<file path="src/rtl/pipeline_ctrl.sv">
// pipeline_ctrl: per-cycle hazard control for an in-order pipeline.
// Decides freeze / redirect / fetch-stall / advance; owns fetch PC, valid bits, retire order and perf counters.
module pipeline_ctrl #(
  parameter int          NUM_STAGES  = 5,
  parameter int          FLUSH_DEPTH = 2,
  parameter logic [31:0] RESET_PC    = 32'h1eceb000,
  parameter int          ORDER_W     = 64,
  parameter int          PERF_W      = 32
) (
  input  logic                  clk,
  input  logic                  rst,
  input  logic                  imem_stall,
  input  logic                  imem_resp,
  input  logic                  dmem_stall,
  input  logic                  redirect_valid,
  input  logic [31:0]           redirect_pc,
  output logic [31:0]           pc,
  output logic [NUM_STAGES-2:0] stage_en,
  output logic [NUM_STAGES-2:0] stage_valid,
  output logic                  drop_fetch,
  output logic                  retire,
  output logic [ORDER_W-1:0]    order,
  output logic [PERF_W-1:0]     stall_cycles,
  output logic [PERF_W-1:0]     flush_count
);

  localparam int NR = NUM_STAGES - 1;
  // Registers at or beyond FLUSH_DEPTH survive a redirect.
  localparam logic [NR-1:0] KEEP_MASK = {NR{1'b1}} << FLUSH_DEPTH;

  typedef enum logic [1:0] {
    MODE_FREEZE      = 2'd0,
    MODE_REDIRECT    = 2'd1,
    MODE_FETCH_STALL = 2'd2,
    MODE_ADVANCE     = 2'd3
  } mode_t;

  mode_t          mode;
  logic [NR-1:0]  load_en;
  logic [NR-1:0]  shifted;
  logic [NR-1:0]  valid_next;
  logic [31:0]    pc_next;
  logic           drop_next;

  always_comb begin
    mode = MODE_ADVANCE;
    if (dmem_stall) begin
      mode = MODE_FREEZE;
    end else if (redirect_valid) begin
      mode = MODE_REDIRECT;
    end else if (imem_stall) begin
      mode = MODE_FETCH_STALL;
    end else begin
      mode = MODE_ADVANCE;
    end
  end

  always_comb begin
    load_en    = '0;
    valid_next = stage_valid;
    pc_next    = pc;
    drop_next  = drop_fetch;
    shifted    = {stage_valid[NR-2:0], ~drop_fetch};
    case (mode)
      MODE_FREEZE: begin
        load_en = '0;
      end
      MODE_REDIRECT: begin
        load_en    = '1;
        valid_next = shifted & KEEP_MASK;
        pc_next    = redirect_pc;
        // The fetch already in flight belongs to the old path unless it lands now.
        drop_next  = drop_fetch | imem_stall | ~imem_resp;
      end
      MODE_FETCH_STALL: begin
        load_en       = {{(NR-1){1'b1}}, 1'b0};
        valid_next    = shifted;
        valid_next[0] = stage_valid[0];
        valid_next[1] = 1'b0;
        drop_next     = imem_resp ? 1'b0 : drop_fetch;
      end
      MODE_ADVANCE: begin
        load_en    = '1;
        valid_next = shifted;
        pc_next    = pc + 32'd4;
        drop_next  = imem_resp ? 1'b0 : drop_fetch;
      end
      default: begin
        load_en = '0;
      end
    endcase
  end

  assign stage_en = rst ? '0 : load_en;
  assign retire   = stage_valid[NR-1] & ~dmem_stall & ~rst;

  always_ff @(posedge clk) begin
    if (rst) begin
      pc           <= RESET_PC;
      stage_valid  <= '0;
      drop_fetch   <= 1'b0;
      order        <= '0;
      stall_cycles <= '0;
      flush_count  <= '0;
    end else begin
      pc          <= pc_next;
      stage_valid <= valid_next;
      drop_fetch  <= drop_next;
      if (retire) begin
        order <= order + ORDER_W'(1);
      end
      // Perf counters stick at all-ones instead of wrapping.
      if ((dmem_stall || imem_stall) && (stall_cycles != '1)) begin
        stall_cycles <= stall_cycles + PERF_W'(1);
      end
      if ((mode == MODE_REDIRECT) && (flush_count != '1)) begin
        flush_count <= flush_count + PERF_W'(1);
      end
    end
  end

endmodule

</file>
<file path="config.mk">
export PLATFORM = sky130hd
export DESIGN_NAME = pipeline_ctrl
export DESIGN_NICKNAME = d
export VERILOG_FILES = /design/src/rtl/pipeline_ctrl.sv
export SDC_FILE = /design/constraint.sdc
export NUM_CORES = 1
export LEC_CHECK = 0
export CORE_MARGIN = 4
export CORE_UTILIZATION = 54
export CTS_CLUSTER_SIZE = 8
export DETAILED_ROUTE_END_ITERATION = 8
export PLACE_DENSITY = 0.89
export SYNTH_ARGS = -nofsm -noshare
export SYNTH_HDL_FRONTEND = slang
export SYNTH_SLANG_ARGS = --single-unit
</file>
<file path="constraint.sdc">
create_clock -name clk -period 5.5 [get_ports clk]
set_input_delay 0.825 -clock clk [delete_from_list [all_inputs] [get_ports clk]]
set_output_delay 0.825 -clock clk [all_outputs]
set_load 0.01 [all_outputs]
</file>
# Word-level counts from Yosys, hierarchy flattened
# Index checks and enable logic that the tools add are counted.
# op_classes
mux	9
n_reduce_logical	11
addsub	4
bitwise	9
eq_ne	6
# ops
operator	n
adder 32 x 1 -> 32 bit, second input constant	2
adder 64 x 1 -> 64 bit, second input constant	1
!= test 32 bit, second input constant	2
one-hot mux 32 bit (2 select lines)	1
adder 32 x 3 -> 32 bit, second input constant	1
one-hot mux 4 bit (3 select lines)	2
NOT 1 bit	5
== test 2 bit, second input constant	2
two-way mux 2 bit	2
two-way mux 4 bit	1
AND reduction 2 bit	2
nonzero test 2 bit	2
OR reduction 2 bit	2
nonzero test 3 bit	1
AND 1 bit	2
== test 2 x 1 -> 1 bit, second input constant	1
logical AND 1 bit	2
logical NOT 2 bit	1
two-way mux 1 bit	2
!= test 2 x 1 -> 1 bit, second input constant	1
OR 1 bit	2
one-hot mux 1 bit (2 select lines)	1
logical OR 1 bit	1
# word_totals
ff_bits	165
wordCells	46
output_inout_bits	170
inputBits	38

# Depth between registers and ports, before layout
# logic_depth
ltp_word	7
ltp_mapped	9
ltp_nobuf	6

# Worst setup path after synthesis
# Ideal clock, no wire load.
# synth_path
path_type	input to register
startpoint	in dmem_stall
endpoint	reg order[63]
required_time_ns	5.430
path_buffers	2
stages	7
arrival_ns	2.789
setup_ns	0.070
slack_ns	2.641
path_cell_list	buf_2 nor4bb_1 clkbuf_1 and4_1 or4b_4 or4_1 a21oi_1
# synth_via
elab_chain_len	3
# synth_rtl
element	line	text
start: declaration	14	input logic dmem_stall,
NOT 1 bit	95	assign retire = stage_valid[NR-1] & ~dmem_stall & ~rst;
AND 1 bit (2 in series)	95	
end signal: assignment	110	order <= order + ORDER_W'(1);
end: declaration	22	output logic [ORDER_W-1:0] order,
# No other way between the ends.
# A chain may end at the register's enable or synchronous reset.

# Worst setup path in the final report
# layout_path
startpoint	in dmem_stall
endpoint	reg order[56]
# Same word-level chain as after synthesis.

==> results.json <==
{
  "outcome": "completed",
  "fin_tns_setup_ns": 0,
  "numPlacedInstances": 1384,
  "floorplan.io_pins": 208,
  "timing.final.ws_setup_ns": 1.774,
  "rsz_0062_raised_after_global_routing": "false",
  "grt_antenna_before_repair": 0,
  "timing.critical_path.slowest_cell_delay_ns": 0.84,
  "mappedNetlistArea_um2": 8349,
  "setup-violations-final": 0,
  "syn-instance-count": 1043,
  "critical_path.max_fanout": 21,
  "synth_warnings": 0,
  "timing.critical_path.required_ns": 5.86,
  "clock_pin_slew_of_the_registers_on_the_worst_case_setup_and_hold_paths_ns": 0.06,
  "path_buf_inv": 3,
  "worstPathCellList": "clkdlybuf4s50_1, buf_4, nor4bb_1, nand4_1, buf_4, or4b_1, or4_1, a21oi_1",
  "end_kind": "flop",
  "worst_slew_pin_slew_ns": 1.065,
  "grt_overflow": 0,
  "initialDrtViolationCount": 894,
  "synth_area_per_cell_um2": 8.005,
  "detail_route.wl_per_cell_um": 17.63,
  "final_cell_count_no_fill": 1416,
  "rr_worst_depth": 6,
  "gp_congestion": 0.8785,
  "power_mw": 2.750,
  "synth_top_flop_cell": "sky130_fd_sc_hd__dfxtp_1",
  "layout_min_cycle_time_ns": 3.726,
  "design.die.area_um2": 17520,
  "post-route-period-util_pct": 67.75,
  "ys_ff_latch": 165,
  "floorplan.initialDensity_pct": 54.92,
  "wirelength_um": 24960,
  "finalHoldViolations": 0,
  "grt_use_total_pct": 27.75,
  "port_buffers": 207,
  "critical_path.reg2reg.endpoint": "order[56]$_SDFFE_PP0P_",
  "antenna_cells": 0,
  "worst_ir_drop_vdd_mv": 0.2688,
  "rr_startpoint": "order[2]$_SDFFE_PP0P_",
  "cts-root-buf": "sky130_fd_sc_hd__clkbuf_16",
  "vias": 8953,
  "cts-root-to-sink-buffers": 2,
  "timing.critical_path.slowest_stage_cell": "sky130_fd_sc_hd__or4b_1",
  "criticalPathCategory": "input port to flop",
  "numCtsBuffers": 17,
  "layout-drive-gt1-share_pct": 5.619,
  "grt_first_pass_wirelength_um": 40920,
  "grt_max_degree": 78,
  "finClkSkew_ns": 0.008622,
  "synth_edf_count": 0,
  "slew-limit-headroom_pct": 28.91,
  "critical-path-top-delay-family": "simple AND/OR/NAND/NOR gates",
  "worst-endpoint-arrival_ns": 4.08,
  "async_set_or_reset_flop_fraction_in_the_synthesized_netlist_pct": 0,
  "postCtsSetupRepairBufs": 0,
  "number_of_global_route_vias_before_repair": 8188,
  "timing.hold.worst.class": "flop to flop",
  "cp_num_cells": 8,
  "vertical_die_dimension_um": 132.3,
  "vias_per_cell": 6.323,
  "clock_tree.htree_level_count": 4,
  "drtPass1Iterations": 5,
  "critPathLaunch": "dmem_stall",
  "detailed_placement_hpwl_um": 16950,
  "synth.net_count": 1085,
  "drcViolationCount": 0,
  "postCtsHoldBufs": 0,
  "regToRegSetupSlack_ns": 2.40,
  "crit_path_frequent_cell": "sky130_fd_sc_hd__buf_4",
  "synthDistinctLibCells": 60,
  "kind_of_launch_point_of_the_worst_setup_path": "input port",
  "timing_max_transition_violations_final": 0,
  "max_cap_viol_count": 0,
  "area_growth_syn_to_layout_pct": 33.52,
  "seq_area_frac_synth_pct": 39.56,
  "postLayoutCoreUtil_pct": 73.33,
  "layout.nets": 1257,
  "static-leakage-power_nw": 3.515,
  "post_cts.resized_instances": 0,
  "design.core.area_um2": 15200,
  "die_x_um": 132.3,
  "dp_worst_setup_slack_ns": 1.403,
  "numClockSinks": 165,
  "cellPowerDensity_nw_per_um2": 246.7,
  "placementRows": 45,
  "worst_setup_path_endpoint": "order[56]$_SDFFE_PP0P_",
  "clock_network_latency_to_the_later_pin_of_the_worst_skew_pair_ns": 0.43,
  "tritoncts_clock_tree": "built",
  "drt.antenna.violating_nets": 0,
  "max_freq_ghz": 0.2684
}
## cell type report
| class | instances | area, um^2 |
|---|---|---|
| clock inverters | 11 | 198.9 |
| clock buffers | 21 | 460.4 |
| multi-input cells | 788 | 4697 |
| well taps | 188 | 235.2 |
| flip-flops and latches | 165 | 3303 |
| fillers | 1145 | 4054 |
| repair buffers | 220 | 2167 |
| inverters | 23 | 86.33 |
## cell usage in the layout (no fill, tap or decap), types with 38 or more instances in the layout
master,instances
sky130_fd_sc_hd__xnor2_1,39
sky130_fd_sc_hd__o21ai_0,63
sky130_fd_sc_hd__dfxtp_1,165
sky130_fd_sc_hd__nor2_1,101
sky130_fd_sc_hd__nand3_1,43
sky130_fd_sc_hd__a21oi_1,96
sky130_fd_sc_hd__clkdlybuf4s50_1,206
sky130_fd_sc_hd__nand4_1,56
sky130_fd_sc_hd__nand2_1,80
sky130_fd_sc_hd__or3_1,38
## logic make-up (layout without fill, tap and decap cells)
logic type                 Yosys count  count (layout)  synth area share [%]
muxes                               14              14                 1.828
AOI/OAI and AO/OA                  242             242                 17.43
adders and majority gates            4               4                0.5995
and+or+nand+nor                    479             479                 30.99
DFF                                165             165                 39.56
buffers and inverters               90             275                 4.451
xor gates and xnor gates            49              49                 5.140
## flip-flops by register name (all words and copies together), names as in the netlist
| register | flops |
|---|---|
| drop_fetch | 1 |
| flush_count | 32 |
| order | 64 |
| pc | 32 |
| stage_valid | 4 |
| stall_cycles | 32 |
## synth_stat cells, types with 4 or more instances
master,n,share of area [%]
sky130_fd_sc_hd__inv_1,23,1.0
sky130_fd_sc_hd__nand4_1,56,4.2
sky130_fd_sc_hd__or3_1,38,2.8
sky130_fd_sc_hd__clkbuf_1,54,2.4
sky130_fd_sc_hd__nor2_1,101,4.5
sky130_fd_sc_hd__a22oi_1,4,0.36
sky130_fd_sc_hd__or2_2,6,0.45
sky130_fd_sc_hd__a311oi_1,4,0.42
sky130_fd_sc_hd__buf_4,4,0.36
sky130_fd_sc_hd__a41oi_1,4,0.42
sky130_fd_sc_hd__and4_1,23,2.4
sky130_fd_sc_hd__nand3_1,43,2.6
sky130_fd_sc_hd__nand2_1,80,3.6
sky130_fd_sc_hd__nor4_1,15,1.1
sky130_fd_sc_hd__a21oi_1,96,5.8
sky130_fd_sc_hd__nor3_1,32,1.9
sky130_fd_sc_hd__xor2_1,10,1.0
sky130_fd_sc_hd__a31o_2,4,0.42
sky130_fd_sc_hd__or4_1,26,2.3
sky130_fd_sc_hd__nor2b_1,13,0.97
sky130_fd_sc_hd__dfxtp_1,165,40
sky130_fd_sc_hd__o41ai_1,4,0.42
sky130_fd_sc_hd__ha_1,4,0.60
sky130_fd_sc_hd__a31oi_1,6,0.45
sky130_fd_sc_hd__xnor2_1,39,4.1
sky130_fd_sc_hd__o21ai_0,63,3.8
sky130_fd_sc_hd__mux2_2,10,1.3
sky130_fd_sc_hd__nor4b_1,5,0.52
sky130_fd_sc_hd__o31ai_1,26,2.3
sky130_fd_sc_hd__buf_1,4,0.18
sky130_fd_sc_hd__and3_1,16,1.2
sky130_fd_sc_hd__a221oi_1,4,0.42
sky130_fd_sc_hd__and2_1,9,0.67
sky130_fd_sc_hd__mux2i_1,4,0.48
## through the flow
stage	cell area [um^2]	hold slack, ns
finish	11150	0.4589
global route	11150	0.4874
CTS	11140	0.4604
detailed placement	10480	0.4523
global placement	10480	0.4423
floorplan	8349	0.4805
## power by group
| part | switching, mW | total, mW | internal, mW |
|---|---|---|---|
| combinational | 0.0957 | 0.183 | 0.0876 |
| clock | 0.496 | 1.33 | 0.832 |
| sequential | 0.0256 | 1.24 | 1.21 |
| total | 0.617 | 2.75 | 2.13 |
## routing by layer
metal  GRT usage, %  vias to the layer above  wire [um]
met1          36.38                     4244      10460
met5              0                        -          0
met2          42.91                      420      11380
li1               -                     4216          -
met3          7.137                       73       1979
met4          12.99                        0       1142
## worst min path at each step
stage	start	end	slack [ns]	cells past startpoint
final	pc[0]$_SDFFE_PP0P_	pc[0]$_SDFFE_PP0P_	0.46	2
after global routing	pc[0]$_SDFFE_PP0P_	pc[0]$_SDFFE_PP0P_	0.49	2
after CTS	pc[0]$_SDFFE_PP0P_	pc[0]$_SDFFE_PP0P_	0.46	2
after detailed placement	pc[0]$_SDFFE_PP0P_	pc[0]$_SDFFE_PP0P_	0.45	2
after global placement	pc[0]$_SDFFE_PP0P_	pc[0]$_SDFFE_PP0P_	0.44	2
after floorplan	pc[0]$_SDFFE_PP0P_	pc[0]$_SDFFE_PP0P_	0.48	2
## worst register-to-register path, stage by stage, from the launching register on
cell	delay, ns
sky130_fd_sc_hd__dfxtp_1	0.37
sky130_fd_sc_hd__nor4bb_1	0.75
sky130_fd_sc_hd__nand4_1	0.16
sky130_fd_sc_hd__buf_4	0.25
sky130_fd_sc_hd__or4b_1	0.84
sky130_fd_sc_hd__or4_1	0.51
sky130_fd_sc_hd__a21oi_1	0.15
(Power assumes the default switching activity.)
